--- config.mk ---
export PLATFORM = sky130hd
export DESIGN_NAME = vmicro16_uart_rx_apb
export DESIGN_NICKNAME = d
export VERILOG_FILES = /design/src/rtl/vmicro16_uart_rx_apb.sv
export SDC_FILE = /design/constraint.sdc
export NUM_CORES = 1
export LEC_CHECK = 0
export BUFFER_PORTS_ARGS = -buffer_cell sky130_fd_sc_hd__buf_2
export CAP_MARGIN = 20
export CORE_AREA = 5 5 115 117
export CTS_CLUSTER_DIAMETER = 40
export DETAILED_ROUTE_END_ITERATION = 7
export DIE_AREA = 0 0 120 122
export PLACE_DENSITY = 0.74
export SLEW_MARGIN = 0
export SYNTH_ARGS = -nofsm -noshare
export SYNTH_HDL_FRONTEND = slang
export SYNTH_SLANG_ARGS = --single-unit
--- constraint.sdc ---
create_clock -name clk -period 2.2 [get_ports clk]
set_input_delay 0.11 -clock clk [delete_from_list [all_inputs] [get_ports clk]]
set_output_delay 0.11 -clock clk [all_outputs]
set_load 0.03 [all_outputs]
--- src/rtl/vmicro16_uart_rx_apb.sv ---
// APB slave UART receiver (8 data bits, LSB first, 1 stop bit) with an RX FIFO and data-available irq.
// Define UART_RX_PARITY_EN for 8E1 framing with parity checking; the default build is 8N1.
module vmicro16_uart_rx_apb #(
  parameter int BUS_WIDTH  = 16,
  parameter int CLK_HZ     = 50000000,
  parameter int BAUD       = 9600,
  parameter int FIFO_DEPTH = 8
) (
  input  logic                 clk,
  input  logic                 reset,
  input  logic [BUS_WIDTH-1:0] S_PADDR,
  input  logic                 S_PWRITE,
  input  logic                 S_PSELx,
  input  logic                 S_PENABLE,
  input  logic [BUS_WIDTH-1:0] S_PWDATA,
  output logic [BUS_WIDTH-1:0] S_PRDATA,
  output logic                 S_PREADY,
  input  logic                 rx_wire,
  output logic                 irq
);

  localparam int CPB  = CLK_HZ / BAUD;
  localparam int HALF = CPB / 2;
  localparam int TW   = $clog2(CPB);
  localparam int AW   = $clog2(FIFO_DEPTH);
  localparam int CW   = AW + 1;

`ifdef UART_RX_PARITY_EN
  typedef enum logic [2:0] {S_IDLE, S_START, S_DATA, S_PARITY, S_STOP} state_t;
`else
  typedef enum logic [2:0] {S_IDLE, S_START, S_DATA, S_STOP} state_t;
`endif

  // APB handshake: a transfer completes in the single access-phase cycle
  // (S_PSELx & S_PENABLE); S_PREADY is always high then, so no wait states.
  logic          apb_access;
  logic          rd_access;
  logic          wr_access;
  logic [1:0]    addr;

  logic          rx_meta;
  logic          rxs;

  state_t        state;
  logic [TW-1:0] timer;
  logic [2:0]    bit_cnt;
  logic [7:0]    shift;
  logic          par_err;
  logic          rx_push;
  logic [7:0]    rx_byte;
  logic          ferr_set;
  logic          perr_set;
  logic          timer_wrap;

  logic [7:0]    mem [FIFO_DEPTH];
  logic [AW-1:0] wr_ptr;
  logic [AW-1:0] rd_ptr;
  logic [CW-1:0] count;
  logic [CW-1:0] count_next;
  logic          empty;
  logic          full;
  logic          pop;
  logic          push_ok;
  logic          ovr_set;

  logic          ferr_flag;
  logic          ovr_flag;
  logic          perr_flag;
  logic [2:0]    clr;

  logic          unused_bits;

  assign apb_access = S_PSELx & S_PENABLE;
  assign rd_access  = apb_access & ~S_PWRITE;
  assign wr_access  = apb_access & S_PWRITE;
  assign addr       = S_PADDR[1:0];
  assign S_PREADY   = apb_access;

  assign unused_bits = ^{S_PADDR[BUS_WIDTH-1:2], S_PWDATA[BUS_WIDTH-1:5], S_PWDATA[1:0]};

  // Two-flop synchroniser; idles high so reset never looks like a start bit.
  always_ff @(posedge clk) begin
    if (reset) begin
      rx_meta <= 1'b1;
      rxs     <= 1'b1;
    end else begin
      rx_meta <= rx_wire;
      rxs     <= rx_meta;
    end
  end

  assign timer_wrap = (timer == TW'(CPB - 1));

  always_ff @(posedge clk) begin
    if (reset) begin
      state    <= S_IDLE;
      timer    <= '0;
      bit_cnt  <= '0;
      shift    <= '0;
      par_err  <= 1'b0;
      rx_push  <= 1'b0;
      rx_byte  <= '0;
      ferr_set <= 1'b0;
      perr_set <= 1'b0;
    end else begin
      rx_push  <= 1'b0;
      ferr_set <= 1'b0;
      perr_set <= 1'b0;
      case (state)
        S_IDLE: begin
          timer   <= '0;
          bit_cnt <= '0;
          par_err <= 1'b0;
          if (!rxs) state <= S_START;
        end
        S_START: begin
          if (timer == TW'(HALF)) begin
            timer <= '0;
            state <= rxs ? S_IDLE : S_DATA;
          end else begin
            timer <= timer + 1'b1;
          end
        end
        S_DATA: begin
          if (timer_wrap) begin
            timer   <= '0;
            shift   <= {rxs, shift[7:1]};
            bit_cnt <= bit_cnt + 1'b1;
            if (bit_cnt == 3'd7) begin
`ifdef UART_RX_PARITY_EN
              state <= S_PARITY;
`else
              state <= S_STOP;
`endif
            end
          end else begin
            timer <= timer + 1'b1;
          end
        end
`ifdef UART_RX_PARITY_EN
        S_PARITY: begin
          // Even parity: the received bit must equal the XOR of the data bits.
          if (timer_wrap) begin
            timer <= '0;
            state <= S_STOP;
            if (rxs != ^shift) begin
              par_err  <= 1'b1;
              perr_set <= 1'b1;
            end
          end else begin
            timer <= timer + 1'b1;
          end
        end
`endif
        S_STOP: begin
          if (timer_wrap) begin
            timer <= '0;
            state <= S_IDLE;
            if (rxs) begin
              rx_push <= ~par_err;
              rx_byte <= shift;
            end else begin
              ferr_set <= 1'b1;
            end
          end else begin
            timer <= timer + 1'b1;
          end
        end
        default: state <= S_IDLE;
      endcase
    end
  end

  assign empty   = (count == '0);
  assign full    = (count == CW'(FIFO_DEPTH));
  assign pop     = rd_access && (addr == 2'd0) && !empty;
  // A pop in the same cycle frees the slot, so a full FIFO can still accept.
  assign push_ok = rx_push && (!full || pop);
  assign ovr_set = rx_push && full && !pop;
  assign clr     = (wr_access && addr == 2'd1) ? S_PWDATA[4:2] : 3'b000;

  always_comb begin
    count_next = count;
    case ({push_ok, pop})
      2'b10:   count_next = count + 1'b1;
      2'b01:   count_next = count - 1'b1;
      default: count_next = count;
    endcase
  end

  always_ff @(posedge clk) begin
    if (push_ok) mem[wr_ptr] <= rx_byte;
  end

  always_ff @(posedge clk) begin
    if (reset) begin
      wr_ptr    <= '0;
      rd_ptr    <= '0;
      count     <= '0;
      irq       <= 1'b0;
      ferr_flag <= 1'b0;
      ovr_flag  <= 1'b0;
      perr_flag <= 1'b0;
    end else begin
      count <= count_next;
      irq   <= (count_next != '0);
      if (push_ok) wr_ptr <= wr_ptr + 1'b1;
      if (pop)     rd_ptr <= rd_ptr + 1'b1;
      // Set wins over a simultaneous write-1-to-clear.
      ferr_flag <= (ferr_flag & ~clr[0]) | ferr_set;
      ovr_flag  <= (ovr_flag  & ~clr[1]) | ovr_set;
      perr_flag <= (perr_flag & ~clr[2]) | perr_set;
    end
  end

  always_comb begin
    S_PRDATA = '0;
    if (apb_access) begin
      case (addr)
        2'd0: if (!empty) S_PRDATA[7:0] = mem[rd_ptr];
        2'd1: S_PRDATA[4:0] = {perr_flag, ovr_flag, ferr_flag, full, empty};
        2'd2: S_PRDATA[CW-1:0] = count;
        default: S_PRDATA = '0;
      endcase
    end
  end

endmodule

After elaboration in Yosys (flattened, before gate mapping) --
Memories as Yosys holds them, arrays and structs flattened. A register that Yosys moved wholly into a read port is not among the register bits. Cells that the tools add are included.
Storage, ports and cells: bits in registers 53, memory bits (writable) 64, bits of input ports 38, word-level logic and storage cells 101, memories 1
Memories:
- mem | words 8, width 8, read ports 1, clocked after memory_dff 1, write ports 1, RTL line 55 | logic [7:0] mem [FIFO_DEPTH];
Cells by class: add/subtract/negate cells 6, eq/ne operators 16, muxes and demuxes 24, bitwise logic cells 15, reductions and logical operators 23
Operators by type and width (number):
- $pmux 13 s3 | 1
- $mux 3 | 10
- $mux 13 | 2
- $mux 8 | 2
- $add 13x1->13 const B | 1
- $eq 13x12->1 const B | 1
- $eq 13x13->1 const B | 1
- $pmux 3 s4 | 1
- $pmux 4 s3 | 1
- $ne 2x2->1 const B | 5
- $add 3x1->3 const B | 3
- $pmux 4 s2 | 1
- $not 1->1 | 7
- $and 1x1->1 | 6
- $eq 3x2->1 const B | 2
- $logic_and 1x1->1 | 6
- $pmux 3 s2 | 1
- $reduce_and 5->1 | 1
- $add 4x1->4 const B | 1
- $eq 2x1->1 const B | 2
- $eq 2x2->1 const B | 2
- $eq 4x4->1 const B | 1
- $logic_not 4->1 | 1
- $reduce_and 2->1 | 2
- other kinds (18) | 23

Logic depth before layout (Yosys ltp) --
Gate-level depths: netlist (run 1).
word-level depth 9, gate-level depth with buffers 10

Worst setup path after synthesis (run 1) --
OpenSTA, ideal clock, no wires.
path kind register to register, start reg count[0], end mem mem[0][0] (enable), library setup time 0.383 ns, data arrival time 1.861 ns, required time 1.817 ns, slack -0.044 ns, stages on the path, launching flop included 7, path buffers 1, clock period less this slack 2.244 ns, path through dfxtp_1 -> buf_2 -> nor4_2 -> nor3_1 -> o21ai_1 -> or2_2 -> nor3_1
On the way: longest elaborated chain between the ends 7
Ends and longest elaborated chain:
- start, declared | RTL line 58 | logic [CW-1:0] count;
- start signal, assigned | RTL line 205 | count <= count_next;
- $logic_not 4->1 | RTL line 174 | assign empty = (count == '0);
- $logic_not 1->1
- $logic_and 1x1->1 | RTL line 176 | assign pop = rd_access && (addr == 2'd0) && !empty;
- $logic_or 1x1->1 * | RTL line 178 | assign push_ok = rx_push && (!full || pop);
- $logic_and 1x1->1 * | RTL line 178
- $mux 1 * | RTL line 192 | if (push_ok) mem[wr_ptr] <= rx_byte;
- $mux 1 (implied by the code) * | RTL line 192
- end, declared | RTL line 55
Every way passes the cells marked *; elsewhere a longest branch is shown, timed or not.

==> results of run 1 <==
[per-layer routing]
metal  global-route usage [%]  vias up
li1                         -     1470
met1                     16.6     1475
met2                     22.3       79
met3                     4.41        9
met4                     5.94        0
met5                        0        -
[path summary, 6_finish.rpt]
path	start	to	slack (ns)
min	S_PWDATA[2]	ferr_flag	0.03
max	flop	S_PRDATA[2]	-0.03
max reg2reg	count[1]	irq	0.07
min reg2reg	rx_meta	rxs	0.41
[where the power goes]
group	internal, W	total (W)	switching, W
clock network	0.00176	0.00270	0.000935
registers	0.00232	0.00233	0.00000475
logic	0.0000185	0.0000688	0.0000503
total	0.00410	0.00509	0.000990
[cell type report]
class / instances / area share [%]
sequential: 119 / 49.9
multi-input combinational: 235 / 30.7
clock buffer: 18 / 7.06
timing repair buffer: 49 / 6.14
tap: 150 / 3.09
clock inverter: 13 / 2.57
inverter: 8 / 0.494
[synth_stat cells (all sizes together) (2+ instances only)]
| cell | n | area [sq um] |
|---|---|---|
| nor2 | 68 | 255 |
| edfxtp | 64 | 1920 |
| dfxtp | 55 | 1100 |
| mux2i | 28 | 280 |
| buf | 19 | 120 |
| mux4 | 16 | 360 |
| nand2 | 13 | 48.8 |
| xnor2 | 13 | 114 |
| clkbuf | 9 | 33.8 |
| inv | 8 | 30.0 |
| ha | 7 | 87.6 |
| nand3 | 7 | 35.0 |
| nor3 | 7 | 35.0 |
| nor4 | 6 | 58.8 |
| nand2b | 5 | 31.3 |
| or2 | 5 | 31.3 |
| xor2 | 5 | 43.8 |
| a21oi | 4 | 20.0 |
| a221oi | 4 | 35.0 |
| a22oi | 3 | 22.5 |
| nand4bb | 3 | 33.8 |
| nor2b | 3 | 18.8 |
| a311oi | 2 | 17.5 |
| a31oi | 2 | 12.5 |
| and3 | 2 | 12.5 |
| nand3b | 2 | 15.0 |
| nand4 | 2 | 12.5 |
| o211ai | 2 | 15.0 |
| o21ai | 2 | 10.0 |
| or3 | 2 | 12.5 |
| or3b | 2 | 17.5 |
[critical path, stage by stage, from the launching register on]
cell and delay, ns:
dfxtp_4 0.37, buf_12 0.13, mux4_2 0.51, mux2i_2 0.20, nor2_1 0.07, a221oi_2 0.17
nor2_1 0.08, buf_4 0.18
[repair_timing]
item,4_1_cts,5_1_grt
setup buffers,7,1
pin swaps,4,8
gates resized for setup,16,20
hold endpoints to repair,2,0
cloned,1,0
endpoints found under the setup margin,13,57
hold buffers,2,0
[cell families after synthesis]
logic type	Yosys count	share of synthesized area, %
AO/OA/AOI/OAI	26	3.91
buffers and inverters	36	3.71
flip-flops	119	61.0
XOR/XNOR	18	3.18
AND/OR/NAND/NOR	131	13.2
other	1	0.0756
adder cells (fa/ha/maj)	7	1.77
multiplexers	45	13.1
[sequential cells by signal, summed over array words and instances, names as in the netlist, named ones only]
signal / cells
state: 2
ovr_flag: 1
perr_flag: 1
rxs: 1
rd_ptr: 3
rx_meta: 1
count: 4
ferr_flag: 1
rx_push: 1
timer: 13
irq: 1
ferr_set: 1
mem: 64
bit_cnt: 3
wr_ptr: 3
rx_byte: 8
shift: 8
[metrics by stage]
stage                     worst slack [ns]  utilization (%)  power (W)
after global placement              0.0156             43.1    0.00243
final                              -0.0258             49.6    0.00509
after CTS                           -0.113             49.1    0.00513
after floorplan                     0.0291                -    0.00243
after detailed placement           0.00732             43.1    0.00244
after global routing                -0.145             49.6    0.00525
==> results.md, run 1 <==
* Most frequent cells in the layout: edfxtp_1 (64), nor2_1 (60), dfxtp_1 (49), buf_4 (29), mux2i_1 (25)
* Final period util at 101%
* Status: finished, violations left
* WL final at roughly 9300 microns
* Core Area at 12,300 sq um
* Largest net degree at the start of global routing at 42
* Period minus WS final at ~2.2 ns
* Violated checks: setup timing
* Uppermost layer routed: met4
* Clock Latency Late Sink at about 0.40 ns
* Average cell area after synthesis at ~13 sq um
* Vias at slightly above 3k
* # H-tree levels at 4
* Critical path class: flop to output port
* Max-cap viol count at 0
* Reg clk slew, reported paths at ~0.05 ns
* Number of fillers in the final layout at roughly 1k
* Crit. End Element: output port
* Overall die height at ~120 microns
* Wire length per cell at between 15 and 20 microns
* Cells after synthesis at 383
* Initial Util at 40.4%
* Prevailing post-synth register cell: edfxtp_1
* Max clock buf depth at 2
* Layout cells sized above 1 at between 20% and 30%
* Met2 WL at about 4800 microns
* GR Overflow Total at 0
* DR iter-0 viols at ~270
* HPWL after detailed placement at roughly 6000 microns
* Layout area overhead at 22.5%
* I/O Buffers at 20
* Max Slew Vio Count at 0
* DIE WIDTH at ~120 microns
* Least-Margin Pin Slew at 0.687 ns
* RSZ-0062 raised after global routing: true
* Row count at 41
* Hold Fails Final Rpt at 0
* Crit path DAT at around 2.1 ns
* Post-synth EDFFs at 64
* Setup slack after layout at -0.0258 ns
* Clock Tree Root: clkbuf_16
* Worst Hold Depth at 4
* CP required at around 2.1 ns
* Tot GR Track Use at 13.6%
* Mapped Area at approximately 5000 sq um
* Startpoint types: flop
* Yosys warns at 0
* Initial antenna violation count at 0
* I/O pins at between 50 and 60
* Sequential share of the synthesized area at roughly three fifths
* HP Class: input port to flop
* Fin Hold WS at ~0.030 ns
* DR WL met3 at approximately 430 microns
* GPL Wtd Cong at around 0.84
* Antenna diodes at 0
* Non-Filler Instances at 592
* Endpoints failing setup at 2
* Placed Area at ~5300 sq um
* Total CTS buffers at 17
* Vias in the first global route at 3,084
* Worst R2R Path Depth at 7
* First-pass GRT wire length at approximately 15,000 microns
* Post-layout net count at around 480
* DRT antenna net count at 0
* Fin area at approximately 6100 sq um
* Setup TNS at -0.0283 ns
* Initial DRT Pass Iterations at 4
* FF+latch count, synth at ~120
* Max VDD drop at 0.485 mV
* Post-synthesis async set-or-reset flop share at 0%
* Relative slew slack at 54.1%
* Pleak at 2.16 nW
* Distinct cells, synth at 49
* Dpl cells at roughly 550
* Clock Skew at slightly below 0.009 ns
* Fmax at around 0.45 GHz
* DRC errors left at 0
* Clk sink count at about 120
* CP max FO at 6
* Sequential Area at roughly 3000 sq um
* Via density at about 5.1
* Pwr dens at approximately 840 nW/um^2
* Area of the multi-input gates at 1870 sq um
* Commonest non-fill, non-tap cell in the layout: edfxtp_1
* Met1 Wirelength at ~4000 microns
* CTS tree: built
* Area of the die at between 10,000 and 15,000 sq um
Power figures use the tool's default switching activity.
==> inputs of run 2 (changes only) <==
Settings changed: ABC_AREA set to 1, CORE_AREA 5 5 115 117 to 5 5 117 119, DIE_AREA 0 0 120 122 to 0 0 122 124, PLACE_DENSITY 0.74 to 0.73.
==> run 2 against run 1 <==
  * The run now ends clean
  * Synthesized cell count is 38% higher
  * Register-to-register slack better by 0.13 ns
  * Maximum frequency is 5.5% higher
  * Final cell count is 28% higher
  * Non-clock buffer count is 9 lower
  * Largest cell class unchanged
==> results.md, run 2 <==
* Reg clk slew, reported paths at about 0.050 ns
* Cells after synthesis at around 530
* Vias at 3,784
* Max Slew Vio Count at 0
* Status: complete, no violations
* Relative slew slack at between 60% and 70%
* Worst hold path startpoint: S_PWRITE
* Final Core Density at 49.2%
* Largest net degree at the start of global routing at 33
* Hold Fails Final Rpt at 0
* Commonest cells post-synth: nor2_1 (103), edfxtp_1 (64), nand2_1 (60), dfxtp_1 (55)
* Max clock buf depth at 2
* Pwr dens at between 800 and 900 nW/um^2
* Synth area leaders: edfxtp_1 (38%), dfxtp_1 (22%), nor2_1 (7.6%)
* Crit path largest cell delay at 0.41 ns
* Worst Hold Depth at 6
* Prevailing post-synth register cell: edfxtp_1
* Fin area at slightly above 6000 sq um
* Tot GR Track Use at 15.2%
* Top Registers: mem: 64 flops, timer: 13 flops
* Core Area at 12,500 sq um
* Largest Register: mem
* Crit. End Element: output port
* Synth top area share at approximately 38%
* Clock Skew at between 0.006 and 0.007 ns
* Worst R2R End: mem[5][5]
* Hold Crit Endpoint: perr_flag
* Worst R2R Path Depth at 11
* GPL Wtd Cong at roughly 0.93
* Area of the die at 15,100 sq um
* Most frequent cells in the layout: nor2_1 (103), edfxtp_1 (64), nand2_1 (60), dfxtp_1 (54), o21ai_0 (47)
* CTS tree: built
* Clk sink count at 119
* Number of fillers in the final layout at 1,127
* Area leader, netlist: edfxtp_1
* Reg2reg setup slack at roughly 0.20 ns
* Placed Area at 5440 sq um
* Commonest non-fill, non-tap cell in the layout: nor2_1
* Post-synth EDFFs at 64
* Yosys warns at 0
* DR iter-0 viols at roughly 340
* FF+latch count, synth at 119
* Row count at 41
* Crit path cell chain: nor2_2, a21oi_1, nand2_1, a31o_2, a31oi_1, buf_2
* Layout area overhead at 20.2%
* Vias in the first global route at 3,627
* Antenna diodes at 0
* WL final at between 10,000 and 15,000 microns
* HP Class: input port to flop
* RSZ-0062 raised after global routing: true
* Clock Tree Root: clkbuf_16
* Post-layout net count at 618
* Area of the multi-input gates at approximately 1800 sq um
* Pleak at 2.36 nW
* Initial antenna violation count at 0
* Initial Util at 40.9%
* Startpoint types: flop
* Fmax at around 0.47 GHz
* DRT antenna net count at 0
* I/O pins at 56
* GR Overflow Total at 0
* Overall die height at about 120 microns
* Total CTS buffers at 17
* Sequential Area at around 3000 sq um
* Distinct cells, synth at 40
* Sequential share of the synthesized area at 59.3%
* Worst reg2reg path startpoint: count[1]
* Worst path slowest cell: dfxtp_1
* Max-cap viol count at 0
* Final period util at a little over nine tenths
* Mapped Area at about 5100 sq um
* Wire length per cell at ~14 microns
* Post-synthesis async set-or-reset flop share at 0%
* Place WS at ~0.16 ns
* Crit path DAT at about 2.0 ns
* Setup slack after layout at roughly 0.09 ns
* DIE WIDTH at approximately 120 microns
* First-pass GRT wire length at about 18,000 microns
* Least-Margin Pin Slew at approximately 0.54 ns
* I/O Buffers at 20
* Post-CTS Setup Inserts at 0
* Via density at around 5.0
* Initial DRT Pass Iterations at 4
* # H-tree levels at 4
* Top-count cell post-synth: nor2_1
* Critical path class: flop to output port
* CP max FO at 4
* Endpoints failing setup at 0
* Average cell area after synthesis at 9.64 sq um
* Clock Latency Late Sink at 0.41 ns
* Max VDD drop at 0.706 mV
* Period minus WS final at around 2.1 ns
* HPWL after detailed placement at roughly 7100 microns
* DRC errors left at 0
* Layout cells sized above 1 at roughly 16%
* CP required at about 2.1 ns
* CP Launch Point: count[1]
* Max reg flops at 64
-- run 2: worst max-delay path by stage --
stage / endpoint / slack, ns / cells past startpoint
2_1_floorplan: mem[1][0] / 0.28 / 10
3_3_place_gp: mem[3][1] / 0.25 / 11
3_5_place_dp: mem[5][1] / 0.16 / 11
4_1_cts: S_PRDATA[3] / 0.03 / 7
5_1_grt: S_PRDATA[2] / -0.01 / 7
6_report: S_PRDATA[7] / 0.09 / 6
-- run 2: critical path: cells and delay by family (launching register included) --
kind            cells  cell delay (ns)
flops               1             0.41
simple gates        2             0.31
compound gates      3             0.65
buf+inv             1             0.22
-- run 2: layout make-up --
cell class,count,share of cell area (%)
Sequential cell,119,49.3
Multi-Input combinational cell,343,29.2
Clock buffer,23,7.79
Timing Repair Buffer,40,4.49
Tap cell,172,3.51
Inverter,52,3.24
Clock inverter,9,2.41
-- run 2: logic make-up (layout without fill, tap and decap cells) --
logic type / Yosys count / count (layout) / synth area share [%]
other: 1 / 8 / 0.0735
buffers and inverters: 74 / 124 / 6.21
AOI/OAI and AO/OA: 99 / 99 / 12.2
and+or+nand+nor: 221 / 221 / 19.1
adders and majority gates: 7 / 7 / 1.72
xor gates and xnor gates: 8 / 8 / 1.37
DFF: 119 / 119 / 59.3
-- run 2: per-layer routing --
layer | share of wire [%] | global-route usage (%) | vias to the layer above
met4 | 1.3 | 5.74 | 0
met1 | 44 | 18.6 | 1786
met5 | 0 | 0 | -
met2 | 50 | 25.5 | 96
met3 | 5.3 | 4.45 | 14
li1 | - | - | 1888
-- run 2: what timing repair did --
| action | 4_1_cts | 5_1_grt |
|---|---|---|
| endpoints found under the setup margin | 7 | 39 |
| endpoints found under the hold margin | 4 | 0 |
| hold buffers | 4 | 0 |
| resized for setup | 2 | 5 |
-- run 2: through the flow --
| step | TNS (ns) | instances | total power [W] | hold slack (ns) |
|---|---|---|---|---|
| after global placement | 0 | 722 | 0.00259 | 0.295 |
| after floorplan | 0 | 536 | 0.00255 | 0.183 |
| after detailed placement | 0 | 722 | 0.00260 | 0.300 |
| after CTS | 0 | 758 | 0.00549 | 0.124 |
| final | 0 | 758 | 0.00545 | 0.136 |
| after global routing | -0.0118 | 758 | 0.00562 | 0.176 |
-- run 2: power breakdown --
part | leakage, nW | switching, W | internal (W) | total (W)
clock | 0.298 | 0.000915 | 0.00197 | 0.00289
sequential | 1.04 | 0.0000210 | 0.00234 | 0.00236
combinational | 1.02 | 0.000138 | 0.0000594 | 0.000198
total | 2.36 | 0.00107 | 0.00437 | 0.00545
==> inputs of run 3 (changes only) <==
Settings changed: HOLD_SLACK_MARGIN set to 0.03.
Clock period 2.2 ns to 1.8 ns, I/O delays scaled along.
==> run 3 against run 2 <==
  * The run now ends with setup timing left
  * Sequential share of layout area decreased by 3.1 points
  * Global-route usage up 0.87 points
  * Sequential power rose by 22%
  * Core utilization increased by 3.5 points
  * Via count up 5.5%
  * Combinational power increased by 43%
  * Wire length rose by 10%
  * Critical path type unchanged
==> results.md, run 3 (same netlist as run 2, synthesis figures left out) <==
* Status: finished, violations left
* Violated checks: setup timing
* Max-cap viol count at 0
* Max reg flops at 64
* Top Registers: mem: 64 flops, timer: 13 flops
* Antenna diodes at 0
* Clk sink count at around 120
* GPL Wtd Cong at roughly 0.88
* Clock Skew at between 0.005 and 0.006 ns
* Crit path DAT at between 1.5 and 2 ns
* Fin area at around 6600 sq um
* DRT antenna net count at 0
* GR Overflow Total at 0
* Initial Util at 40.9%
* Pint at around 0.0052 W
* Endpoints failing setup at 8
* Max clock buf depth at 2
* Core Area at 12,500 sq um
* Worst path slowest cell: dfxtp_4
* Number of fillers in the final layout at 1,058
* Vias at 3,991
* First-pass GRT wire length at roughly 19,000 microns
* Fmax at 0.509 GHz
* Total CTS buffers at 17
* I/O Buffers at 20
* DR iter-0 viols at approximately 360
* Via density at 5.07
* DIE WIDTH at roughly 120 microns
* # H-tree levels at 4
* Sequential Area at ~3000 sq um
* CP max FO at 8
* Setup slack after layout at -0.165 ns
* Crit path cell chain: inv_4, clkbuf_16, o21ai_1, o22ai_1, o211ai_1, a31oi_1, buf_4
* Initial DRT Pass Iterations at 5
* Placed Area at between 5000 and 6000 sq um
* Max VDD drop at 0.816 mV
* Net Sw Frac at approximately a fifth
* DR WL met3 at roughly 480 microns
* Final Core Density at a little over half
* DRC errors left at 0
* Vias in the first global route at approximately 3.9k
* Clock Latency Late Sink at 0.41 ns
* Period minus WS final at 1.97 ns
* Uppermost layer routed: met4
* RSZ-0062 raised after global routing: true
* Met1 Wirelength at 5020 microns
* Layout area overhead at 28.8%
* Crit. End Element: output port
* Clk pwr share at 52.3%
* Critical path buffers and inverters at 3
* Initial antenna violation count at 0
* Pwr dens at ~1000 nW/um^2
* Area of the multi-input gates at about 1900 sq um
* Largest Register: mem
* CP top delay family: compound AO/OA/AOI/OAI gates
* Max Slew Vio Count at 0
* Layout cells sized above 1 at about a quarter
* Final period util at 109%
* CTS tree: built
* Switch Pwr at about 0.0014 W
* Crit path largest cell delay at 0.38 ns
* Pleak at ~2.5 nW
* WL final at about 12,000 microns
* Comb pwr share at about 4.3%
* Overall die height at around 120 microns
* Commonest non-fill, non-tap cell in the layout: nor2_1
* Row count at slightly above 40
* Clock Tree Root: clkbuf_16
* HP Class: input port to flop
* Reg clk slew, reported paths at approximately 0.05 ns
* Most frequent cells in the layout: nor2_1 (96), edfxtp_1 (64), nand2_1 (53), dfxtp_1 (49)
* Reg2reg setup slack at about 0.09 ns
* Critical path class: flop to output port
* Largest net degree at the start of global routing at 25
* Wire length per cell at between 15 and 20 microns
* Met2 WL at about 6200 microns
* I/O pins at between 50 and 60
* HPWL after detailed placement at between 7000 and 8000 microns
* CP required at around 1.7 ns
* Reg power frac at 43.4%
* Post-layout net count at roughly 650
* Startpoint types: flop
* Hold Fails Final Rpt at 0
* Area of the die at between 15,000 and 20,000 sq um
* Tot GR Track Use at between 10% and 20%
* Fin Hold WS at around 0.14 ns
## run 3: cell type report
cell class | count | area share (%)
clock buffers | 17 | 6.47
multi-input cells | 343 | 29.1
flip-flops and latches | 119 | 46.2
well taps | 172 | 3.28
repair buffers | 70 | 9.10
clock inverters | 14 | 2.80
inverters | 52 | 3.05
## run 3: worst paths after layout
path | start | endpoint | cells after the start
setup / recovery | flop | S_PRDATA[1] | 7
hold / removal | S_PWRITE | perr_flag | 6
setup reg to reg | count[2] | mem[3][6] | 11
hold reg to reg | rx_meta | rxs | 1
## run 3: through the flow
stage | setup TNS (ns) | total power, W | std cells | setup WS [ns]
6_report | -0.805 | 0.00663 | 787 | -0.165
4_1_cts | -0.665 | 0.00665 | 782 | -0.139
3_5_place_dp | -0.00909 | 0.00320 | 745 | -0.00161
2_1_floorplan | -3.98 | 0.00312 | 536 | -0.124
5_1_grt | -1.56 | 0.00685 | 787 | -0.222
3_3_place_gp | 0 | 0.00319 | 745 | 0.0407
## run 3: layer usage
| layer | vias to the layer above | track usage [%] |
|---|---|---|
| met2 | 103 | 27.8 |
| met5 | - | 0 |
| met3 | 22 | 4.00 |
| li1 | 1955 | - |
| met4 | 0 | 6.02 |
| met1 | 1911 | 19.4 |
## run 3: power by group through the flow
stage / Combinational [W] / Sequential (W) / Clock [W]
5_1_grt: 0.000320 / 0.00288 / 0.00365
3_5_place_dp: 0.000270 / 0.00293 / 0
6_report: 0.000284 / 0.00288 / 0.00347
4_1_cts: 0.000278 / 0.00287 / 0.00349
2_1_floorplan: 0.000188 / 0.00293 / 0
3_3_place_gp: 0.000260 / 0.00293 / 0
## run 3: worst reg2reg max path, cell delays in order, from the launching register on
cell and delay (ns):
dfxtp_2 0.38, nor2_4 0.07, nand2_4 0.09, nand2_2 0.07
nand2_1 0.07, inv_1 0.07, nor2_4 0.11, inv_1 0.07
nor2_2 0.12, inv_2 0.07, nor2_1 0.13, buf_6 0.18
## run 3: timing repair
action,in CTS,in global routing
resized for setup,32,31
setup buffers,1,4
hold buffers,4,0
endpoints found under the setup margin,24,89
hold endpoints to repair,4,0
cloned,1,1
pin swaps,7,15
